[src/rtl/display_arbiter_if.sv]
// Source-side bundle of the display arbiter: requests and values in, grant and display value out.
interface display_arbiter_if #(
  parameter int NREQ = 4
);
  logic [NREQ-1:0]       req;
  logic [NREQ-1:0][15:0] req_value;
  logic [NREQ-1:0]       grant;
  logic [15:0]           value;
  logic [2:0]            owner;
  logic                  busy;

  modport master (output req, req_value, input grant, value, owner, busy);
  modport slave  (input req, req_value, output grant, value, owner, busy);
endinterface

[src/rtl/display_arbiter.sv]
// Round-robin time-share of the 7-segment display value with a minimum dwell per owner.
// Optional source-0 preemption is built when DISPLAY_ARB_PRIORITY_EN is defined.
module display_arbiter_lane (
  input  logic        sel,
  input  logic [15:0] src,
  output logic [15:0] masked
);
  assign masked = sel ? src : 16'h0000;
endmodule

module display_arbiter #(
  parameter int          NREQ       = 4,
  parameter int          DWELL      = 50000000,
  parameter logic [15:0] IDLE_VALUE = 16'h0000
) (
  input logic              clk,
  input logic              reset,
  display_arbiter_if.slave bus
);
  typedef enum logic [1:0] {S_IDLE = 2'd0, S_HOLD = 2'd1, S_ARB = 2'd2} state_e;

  localparam logic [27:0] CNT_LAST = 28'(DWELL - 1);
  localparam logic [2:0]  LAST_RST = 3'(NREQ - 1);

  state_e                state, state_nx;
  logic [NREQ-1:0]       grant_q, grant_d;
  logic [15:0]           value_q, value_d;
  logic [2:0]            owner_q, owner_d, last_q, last_d;
  logic                  busy_q, busy_d;
  logic [27:0]           cnt_q, cnt_d;
  logic                  any_req, own_req, other_req, dwell_end, preempt;
  logic [2:0]            pick;
  logic [NREQ-1:0]       pick_oh, src_oh;
  logic [NREQ-1:0][15:0] lane_val;
  logic [15:0]           src_val;
`ifdef DISPLAY_ARB_PRIORITY_EN
  logic                  prio_q, prio_d;
`endif

  // First requester after 'base', wrapping, ending at 'base' itself.
  function automatic logic [2:0] rr_pick(input logic [NREQ-1:0] r, input logic [2:0] base);
    logic [2:0] p;
    int         idx;
    p = base;
    for (int k = NREQ; k >= 1; k--) begin
      idx = (int'(base) + k) % NREQ;
      if (r[idx]) p = 3'(idx);
    end
    return p;
  endfunction

  function automatic logic [NREQ-1:0] to_oh(input logic [2:0] i);
    logic [NREQ-1:0] oh;
    for (int k = 0; k < NREQ; k++) oh[k] = (int'(i) == k);
    return oh;
  endfunction

  assign any_req   = |bus.req;
  assign own_req   = |(bus.req & grant_q);
  assign other_req = |(bus.req & ~grant_q);
  assign dwell_end = (cnt_q == CNT_LAST);

`ifdef DISPLAY_ARB_PRIORITY_EN
  assign preempt = (state == S_HOLD) && !grant_q[0] && bus.req[0];
  assign pick    = (prio_q && bus.req[0]) ? 3'd0 : rr_pick(bus.req, last_q);
`else
  assign preempt = 1'b0;
  assign pick    = rr_pick(bus.req, last_q);
`endif

  assign pick_oh = to_oh(pick);
  // In HOLD the live owner is sampled; otherwise the source about to be granted.
  assign src_oh  = (state == S_HOLD) ? grant_q : pick_oh;

  for (genvar i = 0; i < NREQ; i++) begin : g_lane
    display_arbiter_lane u_lane (
      .sel    (src_oh[i]),
      .src    (bus.req_value[i]),
      .masked (lane_val[i])
    );
  end

  always_comb begin
    src_val = 16'h0000;
    for (int i = 0; i < NREQ; i++) src_val = src_val | lane_val[i];
  end

  always_ff @(posedge clk) begin
    if (!reset) begin
      state   <= S_IDLE;
      grant_q <= '0;
      value_q <= IDLE_VALUE;
      owner_q <= 3'd0;
      busy_q  <= 1'b0;
      cnt_q   <= 28'd0;
      last_q  <= LAST_RST;
`ifdef DISPLAY_ARB_PRIORITY_EN
      prio_q  <= 1'b0;
`endif
    end else begin
      state   <= state_nx;
      grant_q <= grant_d;
      value_q <= value_d;
      owner_q <= owner_d;
      busy_q  <= busy_d;
      cnt_q   <= cnt_d;
      last_q  <= last_d;
`ifdef DISPLAY_ARB_PRIORITY_EN
      prio_q  <= prio_d;
`endif
    end
  end

  always_comb begin
    state_nx = state;
    case (state)
      S_IDLE:  if (any_req) state_nx = S_HOLD;
      S_HOLD:  if (!own_req || preempt || (dwell_end && other_req)) state_nx = S_ARB;
      S_ARB:   state_nx = any_req ? S_HOLD : S_IDLE;
      default: state_nx = S_IDLE;
    endcase
  end

  always_comb begin
    grant_d = grant_q;
    value_d = value_q;
    owner_d = owner_q;
    busy_d  = busy_q;
    cnt_d   = cnt_q;
    last_d  = last_q;
`ifdef DISPLAY_ARB_PRIORITY_EN
    prio_d  = 1'b0;
`endif
    case (state)
      S_HOLD: begin
        // Value freezes on the edge the owner withdraws, otherwise tracks live.
        if (own_req) value_d = src_val;
        cnt_d = dwell_end ? 28'd0 : cnt_q + 28'd1;
        if (state_nx == S_ARB) begin
          grant_d = '0;
          owner_d = 3'd0;
          busy_d  = 1'b0;
          last_d  = owner_q;
`ifdef DISPLAY_ARB_PRIORITY_EN
          prio_d  = preempt;
`endif
        end
      end
      default: begin
        if (any_req) begin
          grant_d = pick_oh;
          owner_d = pick;
          busy_d  = 1'b1;
          cnt_d   = 28'd0;
          value_d = src_val;
        end else begin
          grant_d = '0;
          owner_d = 3'd0;
          busy_d  = 1'b0;
          value_d = IDLE_VALUE;
        end
      end
    endcase
  end

  assign bus.grant = grant_q;
  assign bus.value = value_q;
  assign bus.owner = owner_q;
  assign bus.busy  = busy_q;
endmodule

[src/flat_wrapper.sv]
// flat-port wrapper written by rule: the top's interface ports become plain ports
module display_arbiter_flat 
#(
  parameter int          NREQ       = 4,
  parameter int          DWELL      = 50000000,
  parameter logic [15:0] IDLE_VALUE = 16'h0000
)
  (clk, reset, bus_req, bus_req_value, bus_grant, bus_value, bus_owner, bus_busy);
  display_arbiter_if #(.NREQ(NREQ)) bus_i ();
  input logic clk;
  input logic reset;
  input wire logic [$bits(bus_i.req)-1:0] bus_req;
  input wire logic [$bits(bus_i.req_value)-1:0] bus_req_value;
  output wire logic [$bits(bus_i.grant)-1:0] bus_grant;
  output wire logic [$bits(bus_i.value)-1:0] bus_value;
  output wire logic [$bits(bus_i.owner)-1:0] bus_owner;
  output wire logic [$bits(bus_i.busy)-1:0] bus_busy;
  assign bus_i.req = bus_req;
  assign bus_i.req_value = bus_req_value;
  assign bus_grant = bus_i.grant;
  assign bus_value = bus_i.value;
  assign bus_owner = bus_i.owner;
  assign bus_busy = bus_i.busy;
  display_arbiter #(.NREQ(NREQ), .DWELL(DWELL), .IDLE_VALUE(IDLE_VALUE)) u_core (.clk(clk), .reset(reset), .bus(bus_i));
endmodule
[config.mk]
export PLATFORM = sky130hd
export DESIGN_NAME = display_arbiter_flat
export DESIGN_NICKNAME = d
export VERILOG_FILES = /design/src/rtl/display_arbiter_if.sv /design/src/rtl/display_arbiter.sv /design/src/flat_wrapper.sv
export SDC_FILE = /design/constraint.sdc
export NUM_CORES = 1
export LEC_CHECK = 0
export CORE_MARGIN = 5
export CORE_UTILIZATION = 55
export CTS_BUF_LIST = sky130_fd_sc_hd__clkbuf_8
export DETAILED_ROUTE_END_ITERATION = 8
export GPL_ROUTABILITY_DRIVEN = 0
export PLACE_DENSITY = 0.89
export SYNTH_ARGS = -nofsm -noshare
export SYNTH_HDL_FRONTEND = slang
export SYNTH_SLANG_ARGS = --single-unit
[constraint.sdc]
create_clock -name clk -period 4.35 [get_ports clk]
set_clock_uncertainty 0.1 [all_clocks]
set_input_delay 0.87 -clock clk [delete_from_list [all_inputs] [get_ports clk]]
set_output_delay 0.87 -clock clk [all_outputs]
set_load 0.01 [all_outputs]
==> results by group, run 1 <==
Synth
  – Syn. warnings: 0
  – Register area share after synthesis: 0.320
  – Cell with the most instances after synthesis: dfxtp_1
  – Post-synthesis cell type count: 64
  – Post-Syn Area: 0.00356 mm^2
  – FF+latch count, synth: 57
  – Fraction of registers with async set/reset: 0
  – Synth Instances: 441
  – Synth Flop Type: dfxtp_1
  – Post-synth top area cell: dfxtp_1
  – Area contributors post-synth: dfxtp_1 (32%), nand2_1 (5.0%), a21oi_1 (4.2%), a22oi_1 (4.2%), o21ai_0 (3.9%)
  – Post-synth top cells: dfxtp_1 (57), nand2_1 (47), a21oi_1 (30), o21ai_0 (28), clkbuf_1 (21)
  – Syn_nets: 512
  – Synth top area share: 0.320
  – Synthesized area per cell: 8.07 um^2
  – EDFF count, synth: 0

STA
  – Final WS setup: 1160 ps
  – Slew margin rel.: 0.267
  – Max-slew violations: 0
  – Tightest Pin Transition: 1100 ps
  – Endpoints failing setup: 0
  – Fin Setup TNS: 0 ps
  – Minimum clock period: 3190 ps
  – Final worst-path cycle share: 0.732
  – RSZ-0062 raised after global routing: false
  – FMAX: 314 MHz
  – Hold violation total from the final report: 0

Final layout
  – Final nets: 582
  – Antenna diodes: 0
  – Layout cell share with drive strength beyond 1: 0.0795
  – Area Overhead vs Synth: 29.8%

Run
  – MaxCap Viol Count: 0

Route
  – DR WL/cell: 19.4 um
  – TritonRoute pass-1 iters: 5
  – Routed Antenna Nets: 0
  – Vias: 4,103
  – Iteration-0 DRC Markers: 392
  – Vias per std cell: 6.92
  – DRC viols: 0
  – Final Routed Wirelength: 11,500 um

Setup path
  – CP delay by family, top: simple AND/OR/NAND/NOR gates
  – Buf/Inv on CP: 1
  – WP data arrival: 3260 ps
  – Slowest-stage cell, CP: clkdlybuf4s50_1
  – Slowest stage delay, CP: 590 ps
  – Reg2reg setup slack: 1510 ps
  – CP endpoint kind: register
  – Crit-path cells: clkdlybuf4s50_1, nor4_4, a21oi_2, and2_1, a221oi_1, o221ai_1
  – Worst Path Required: 4420 ps
  – Crit start category: primary input
  – Worst-path maximum fanout: 21
  – Reg-to-Reg Start: u_core.cnt_q[0]
  – Critical path launch point: bus_req[3]
  – WS Path Type: in -> reg

GRT
  – Largest net degree at the start of global routing: 30
  – Antenna violations before repair: 0
  – Global route overflow: 0
  – Vias in the first global route: 3,988
  – GRT Total Usage: 0.274
  – Global-route wire length before repair: 19,000 um

Pwr
  – Power Dens Cells: 330 mW/mm^2
  – Tot Pwr: 0.00152 W
  – Leak: 1.59 nW
  – Worst IR Drop VDD: 311 uV

Place
  – PortBufs: 93
  – Detail Placement HPWL: 7840 um
  – Pre-CTS WS: 889 ps

Floorplanning
  – Die ar.: 0.00818 mm^2
  – Initial Util: 0.564
  – DIE HEIGHT: 90.5 um
  – Core Footprint: 0.00631 mm^2
  – Die width: 90.5 um
  – FP Rows: 29
  – # IOs: 94

Clocking
  – Max clock buf depth: 2
  – Hold Buf Count CTS: 0
  – CTS resizes: 0
  – CTS tree: done
  – CTS sink cnt: 57
  – Total CTS buffers: 9
  – Setup bufs post-CTS: 0
  – Worst-path clk slew: 70 ps
  – Worst-Skew Late Latency: 340 ps
  – Root Driver: clkbuf_8
  – H-Tree Level Count: 3

Worst hold path
  – Hold Path Class: reg -> reg
  – HP Start: u_core.bus.busy

Outcome
  – Result of the run: completed
cell usage in the layout, fill, tap and decap left out, drive strengths merged, types with 4 or more instances in the layout:
cell type       n
o21ai          29
nand2          47
nand3          17
or2             4
nor2           21
mux2            7
dfxtp          57
a21oi          31
and4            4
clkdlybuf4s50  93
and2            9
a22oi          20
inv            15
nand2b          9
nand4          15
a31oi          12
or3             4
a22o           10
a221oi          7
and3            7
o221ai          7
a41oi          11
nor3           12
a221o           9
clkbuf         10
a222oi          7
per-layer routing:
layer / wire [um] / track usage / up-vias
li1: - / - / 1857
met1: 4510 / 0.340 / 1939
met2: 5450 / 0.441 / 264
met3: 1120 / 0.0650 / 43
met4: 422 / 0.134 / 0
met5: 0 / 0 / -
through the flow:
step / util / std cells / hold slack [ps] / cell area, um^2
2_1_floorplan: - / 441 / 317 / 3560
3_3_place_gp: 0.702 / 577 / 333 / 4430
3_5_place_dp: 0.702 / 577 / 337 / 4430
4_1_cts: 0.732 / 593 / 353 / 4620
5_1_grt: 0.732 / 593 / 389 / 4620
6_report: 0.732 / 593 / 349 / 4620
final timing paths:
| check | endpoint | depth (start not counted) |
|---|---|---|
| setup / recovery | u_core.bus.value[6] | 6 |
| hold / removal | u_core.bus.busy | 2 |
| setup reg to reg | u_core.cnt_q[16] | 7 |
| hold reg to reg | u_core.bus.busy | 2 |
worst reg2reg max path, cell delays in order, from the launching register on:
cell,delay (ps)
dfxtp_1,440
ha_1,290
and2_1,240
nand4_1,210
nor3_2,690
or2_1,410
o21ai_1,130
a32o_1,230
state kept, by name, summed over array words and instances (netlist names):
name / flops
u_core.state: 2
u_core.bus.busy: 1
u_core.cnt_q: 28
u_core.bus.owner: 3
u_core.bus.value: 16
u_core.last_q: 3
u_core.bus.grant: 4
cell families after synthesis:
logic type / count (synthesis) / synth area share
AOI/OAI and AO/OA: 164 / 0.339
and+or+nand+nor: 158 / 0.239
DFF: 57 / 0.320
buffers and inverters: 49 / 0.0625
muxes: 10 / 0.0306
xor gates and xnor gates: 2 / 0.00492
adders and majority gates: 1 / 0.00351
area by class of cell:
cell class              instances  area, um^2
multi-input cells             335        2200
inverters                      12        45.0
clock buffers                  10         138
clock inverters                 6        51.3
flip-flops and latches         57        1140
well taps                      77        96.3
repair buffers                 96         953
fillers                       514        1690
report_power, final:
| part | switching [W] | total, W | internal (W) |
|---|---|---|---|
| logic | 0.000209 | 0.000428 | 0.000218 |
| registers | 0.0000464 | 0.000608 | 0.000561 |
| clock network | 0.000217 | 0.000489 | 0.000272 |
| total | 0.000472 | 0.00152 | 0.00105 |
(Power assumes the default switching activity.)
==> run 2, diff against run 1 <==
--- a/config.mk
+++ b/config.mk
@@ -6,11 +6,11 @@
 export NUM_CORES = 1
 export LEC_CHECK = 0
 export CORE_MARGIN = 5
-export CORE_UTILIZATION = 55
+export CORE_UTILIZATION = 46
 export CTS_BUF_LIST = sky130_fd_sc_hd__clkbuf_8
 export DETAILED_ROUTE_END_ITERATION = 8
 export GPL_ROUTABILITY_DRIVEN = 0
-export PLACE_DENSITY = 0.89
+export PLACE_DENSITY = 0.79
 export SYNTH_ARGS = -nofsm -noshare
 export SYNTH_HDL_FRONTEND = slang
 export SYNTH_SLANG_ARGS = --single-unit
==> constraint.sdc (replaced) <==
create_clock -name clk -period 2.6 [get_ports clk]
set_clock_uncertainty 0.1 [all_clocks]
set_input_delay 0.52 -clock clk [delete_from_list [all_inputs] [get_ports clk]]
set_output_delay 0.52 -clock clk [all_outputs]
set_load 0.01 [all_outputs]
==> run 2 against run 1 <==
- largest cell class unchanged
- largest power group unchanged
- total power increased by 77%
- die area increased by 17%
- setup slack got worse by 1000 ps
- count of clock-buffer cells in the layout increased by 1
- sequential share of layout area decreased by 1.9 points
- combinational power increased by 94%
- highest routed layer unchanged
- critical endpoint is now u_core.bus.value[15]
==> results by group, run 2 (synthesized netlist as in run 1, its figures left out) <==
Outcome
  – Result of the run: completed

Place
  – Detail Placement HPWL: 8330 um
  – Post-place instance area: 0.00479 mm^2
  – Placed insts: 637
  – PortBufs: 93

Setup path
  – Slowest-stage cell, CP: clkdlybuf4s50_1
  – Worst Path Required: 2710 ps
  – Critical path depth in cells: 7
  – Crit-path cells: clkdlybuf4s50_1, nand2_1, a31o_2, nor2_4, mux2_2, a221oi_1, o221ai_1
  – R2R depth: 7
  – Crit start category: primary input
  – Worst-path maximum fanout: 8
  – WP data arrival: 2570 ps
  – Buf/Inv on CP: 1
  – CP delay by family, top: compound AO/OA/AOI/OAI gates
  – WS Path Type: in -> reg
  – CP endpoint kind: register
  – Slowest stage delay, CP: 580 ps

Final layout
  – Antenna diodes: 0
  – Post-route cell area: 0.00500 mm^2
  – Max reg flops: 28
  – Final nets: 617
  – Layout cell share with drive strength beyond 1: 0.143
  – Filler cells: 621
  – Reg with most FFs: u_core.cnt_q
  – Post-layout util: 0.654
  – Fin cells: 653
  – Commonest non-fill, non-tap cell in the layout: clkdlybuf4s50_1
  – Area Overhead vs Synth: 40.4%
  – Most frequent cells in the layout: clkdlybuf4s50_1 (93), dfxtp_1 (57), nand2_1 (47)

Pwr
  – Leak: 1.79 nW
  – Power Dens Cells: 539 mW/mm^2
  – Worst IR Drop VDD: 332 uV
  – Tot Pwr: 0.00269 W

Route
  – DRC viols: 0
  – DR WL/cell: 17.7 um
  – Vias per std cell: 6.23
  – Iteration-0 DRC Markers: 317
  – Vias: 4,065
  – TritonRoute pass-1 iters: 7
  – Routed Antenna Nets: 0
  – Final Routed Wirelength: 11,500 um

Floorplanning
  – # IOs: 94
  – FP Rows: 32
  – Initial Util: 0.466
  – Die width: 98.0 um
  – Core Footprint: 0.00765 mm^2
  – Die ar.: 0.00960 mm^2
  – DIE HEIGHT: 98.0 um

Clocking
  – Worst-Skew Late Latency: 340 ps
  – Root Driver: clkbuf_8
  – Total CTS buffers: 9
  – Max clock buf depth: 2
  – CTS tree: done
  – Worst-path clk slew: 70 ps
  – CTS sink cnt: 57
  – H-Tree Level Count: 3
  – Hold Buf Count CTS: 0

GRT
  – GRT Total Usage: 0.238
  – Antenna violations before repair: 0
  – Vias in the first global route: 4,038
  – Global route overflow: 0
  – Largest net degree at the start of global routing: 30
  – Global-route wire length before repair: 19,000 um

Worst hold path
  – Hold path depth: 1
  – Hold Path Class: reg -> reg

STA
  – Hold violation total from the final report: 0
  – Final worst-path cycle share: 0.947
  – Tightest Pin Transition: 626 ps
  – Max-slew violations: 0
  – FMAX: 406 MHz
  – Endpoints failing setup: 0
  – Minimum clock period: 2460 ps
  – RSZ-0062 raised after global routing: false
  – Slew margin rel.: 0.582
  – Fin Setup TNS: 0 ps

Run
  – MaxCap Viol Count: 0
-- run 2: final cells by class --
type                    count  area, um^2  share of cell area
repair buffers            131        1280               0.256
clock buffers              11         151              0.0303
multi-input cells         335        2200               0.441
well taps                 102         128              0.0255
flip-flops and latches     57        1140               0.228
inverters                  12        45.0             0.00901
clock inverters             5        53.8              0.0108
-- run 2: what timing repair did --
| item | 4_1_cts | 5_1_grt |
|---|---|---|
| buffers inserted | 0 | 0 |
| endpoints found under the setup margin | 0 | 1 |
| resized for setup | 0 | 1 |
-- run 2: per-stage QoR --
stage / hold slack (ps) / setup slack, ps
after detailed placement: 349 / -236
after global placement: 332 / -107
final: 360 / 137
after floorplan: 317 / 452
after global routing: 399 / 20.2
after CTS: 360 / 151
-- run 2: worst reg2reg max path, stage by stage (launching register included) --
cell and delay [ps]:
dfxtp_1 440, ha_1 310, and2_1 220, nand4_1 230, nor3_4 310, or2_1 350, o21ai_1 120, a32o_1 200
-- run 2: path summary, 6_finish.rpt --
kind | from | endpoint | slack [ps]
setup / recovery | bus_req[3] | u_core.bus.value[15] | 140
hold / removal | u_core.cnt_q[22] | u_core.cnt_q[22] | 360
setup reg to reg | u_core.cnt_q[1] | u_core.cnt_q[16] | 220
hold reg to reg | u_core.cnt_q[22] | u_core.cnt_q[22] | 360
-- run 2: routing by layer --
| metal | share of wire | up-vias | track usage |
|---|---|---|---|
| li1 | - | 1919 | - |
| met1 | 0.43 | 1925 | 0.307 |
| met2 | 0.48 | 191 | 0.383 |
| met3 | 0.064 | 30 | 0.0450 |
| met4 | 0.025 | 0 | 0.110 |
| met5 | 0 | - | 0 |
-- run 2: power by group --
group          switching [W]  internal, W
sequential         0.0000635     0.000939
combinational       0.000387     0.000444
clock               0.000369     0.000491
==> run 3, diff against run 2 <==
--- a/config.mk
+++ b/config.mk
@@ -5,7 +5,6 @@
 export SDC_FILE = /design/constraint.sdc
 export NUM_CORES = 1
 export LEC_CHECK = 0
-export CORE_MARGIN = 5
 export CORE_UTILIZATION = 46
 export CTS_BUF_LIST = sky130_fd_sc_hd__clkbuf_8
 export DETAILED_ROUTE_END_ITERATION = 8
==> run 3 against run 2 <==
- sequential cell count unchanged
- critical path depth up 1
- largest power group is now the clock network
- maximum frequency down 0.20%
==> results by group, run 3 (synthesized netlist as in run 1, its figures left out) <==
Pwr
  – Power Dens Cells: 569 mW/mm^2
  – Clock Power Share: 0.361
  – Leak: 1.80 nW
  – Worst IR Drop VDD: 321 uV
  – Sequential power share: 0.349
  – Switch Pwr: 0.000822 W
  – Internal: 0.00204 W
  – Gate power share: 0.290
  – Tot Pwr: 0.00287 W
  – Sw Share: 0.287

STA
  – Min Hold Slack: 352 ps
  – Endpoints failing setup: 0
  – FMAX: 405 MHz
  – Max-slew violations: 0
  – Minimum clock period: 2470 ps
  – Fin Setup TNS: 0 ps
  – Slew margin rel.: 0.602
  – RSZ-0062 raised after global routing: false
  – Final worst-path cycle share: 0.949
  – Tightest Pin Transition: 598 ps
  – Hold violation total from the final report: 0

Floorplanning
  – # IOs: 94
  – Core Footprint: 0.00737 mm^2
  – Die width: 90.0 um
  – Die ar.: 0.00810 mm^2
  – DIE HEIGHT: 90.0 um
  – Initial Util: 0.483
  – FP Rows: 31

Setup path
  – WP data arrival: 2580 ps
  – Worst-path maximum fanout: 5
  – Crit-path cells: clkdlybuf4s50_1, nand2_1, a31o_2, nor2_4, buf_4, mux2_2, a221oi_1, o221ai_1
  – CP delay by family, top: buffers and inverters
  – Buf/Inv on CP: 2
  – CP endpoint kind: register
  – Critical path depth in cells: 8
  – Crit start category: primary input
  – R2R depth: 7
  – Worst Path Required: 2710 ps
  – WS Path Type: in -> reg
  – Slowest-stage cell, CP: clkdlybuf4s50_1
  – Slowest stage delay, CP: 600 ps

Clocking
  – Worst-Skew Late Latency: 340 ps
  – Worst-path clk slew: 70 ps
  – Total CTS buffers: 9
  – Hold Buf Count CTS: 0
  – H-Tree Level Count: 3
  – Max clock buf depth: 2
  – CTS tree: done
  – CTS sink cnt: 57
  – Root Driver: clkbuf_8

Route
  – Iteration-0 DRC Markers: 382
  – Metal1 wirelength: 4930 um
  – Highest metal used: met4
  – Final Routed Wirelength: 11,500 um
  – TritonRoute pass-1 iters: 7
  – Vias: 4,120
  – DRC viols: 0
  – DR WL/cell: 17.5 um
  – Metal3 WL: 728 um
  – Routed Antenna Nets: 0
  – Vias per std cell: 6.30
  – Routed wl met2: 5530 um

Worst hold path
  – Hold Path Class: reg -> reg
  – Hold path depth: 2

Final layout
  – Reg with most FFs: u_core.cnt_q
  – Most frequent cells in the layout: clkdlybuf4s50_1 (93), dfxtp_1 (57), nand2_1 (47)
  – Antenna diodes: 0
  – Fin cells: 654
  – Commonest non-fill, non-tap cell in the layout: clkdlybuf4s50_1
  – Area Overhead vs Synth: 41.4%
  – Filler cells: 594
  – Layout cell share with drive strength beyond 1: 0.148
  – Final nets: 621
  – Max reg flops: 28

Run
  – MaxCap Viol Count: 0

Place
  – Detail Placement HPWL: 8200 um
  – Placed insts: 635
  – PortBufs: 93

GRT
  – Global route overflow: 0
  – Global-route wire length before repair: 18,600 um
  – Vias in the first global route: 3,949
  – Largest net degree at the start of global routing: 27
  – GRT Total Usage: 0.279
  – Antenna violations before repair: 0

Outcome
  – Result of the run: completed
==> run 3: layout make-up <==
cell class	instances	area (um^2)	share of cell area
tap	99	124	0.0246
clock buffer	10	138	0.0273
timing repair buffer	135	1280	0.255
sequential	57	1140	0.227
inverter	12	45.0	0.00895
clock inverter	6	106	0.0211
multi-input combinational	335	2200	0.436
==> run 3: stage by stage <==
stage | utilization | instance area (um^2) | setup slack (ps)
after floorplan | - | 3560 | 452
after global placement | 0.647 | 4770 | -113
after detailed placement | 0.647 | 4770 | -190
after CTS | 0.680 | 5010 | 166
after global routing | 0.683 | 5030 | 12.8
final | 0.683 | 5030 | 132
==> run 3: power groups by stage <==
| stage | sequential, W | clock (W) | combinational, W |
|---|---|---|---|
| after floorplan | 0.00102 | 0 | 0.000400 |
| after global placement | 0.00101 | 0 | 0.000792 |
| after detailed placement | 0.00101 | 0 | 0.000806 |
| after CTS | 0.000997 | 0.00103 | 0.000810 |
| after global routing | 0.00101 | 0.00107 | 0.000885 |
| final | 0.000999 | 0.00103 | 0.000832 |
==> run 3: per-layer routing <==
layer / GRT usage / vias to the layer above
met3: 0.0491 / 28
met4: 0.126 / 0
met2: 0.467 / 178
met5: 0 / -
li1: - / 1936
met1: 0.350 / 1978
==> run 3: path summary, 6_finish.rpt <==
check,start,end,slack (ps)
worst max-delay path,bus_req[3],u_core.bus.value[7],130
worst min-delay path,u_core.bus.busy,u_core.bus.busy,350
worst max register to register,u_core.cnt_q[0],u_core.cnt_q[16],210
worst min register to register,u_core.bus.busy,u_core.bus.busy,350
==> run 3: worst min-delay path, stage by stage, from the launching register on <==
cell and delay [ps]:
dfxtp_1 320, nand2_1 50, nand2_1 40
==> run 3: timing repair <==
| item | CTS | global route |
|---|---|---|
| setup endpoints to repair | 0 | 1 |
| setup buffers | 0 | 3 |
| gates resized for setup | 0 | 0 |
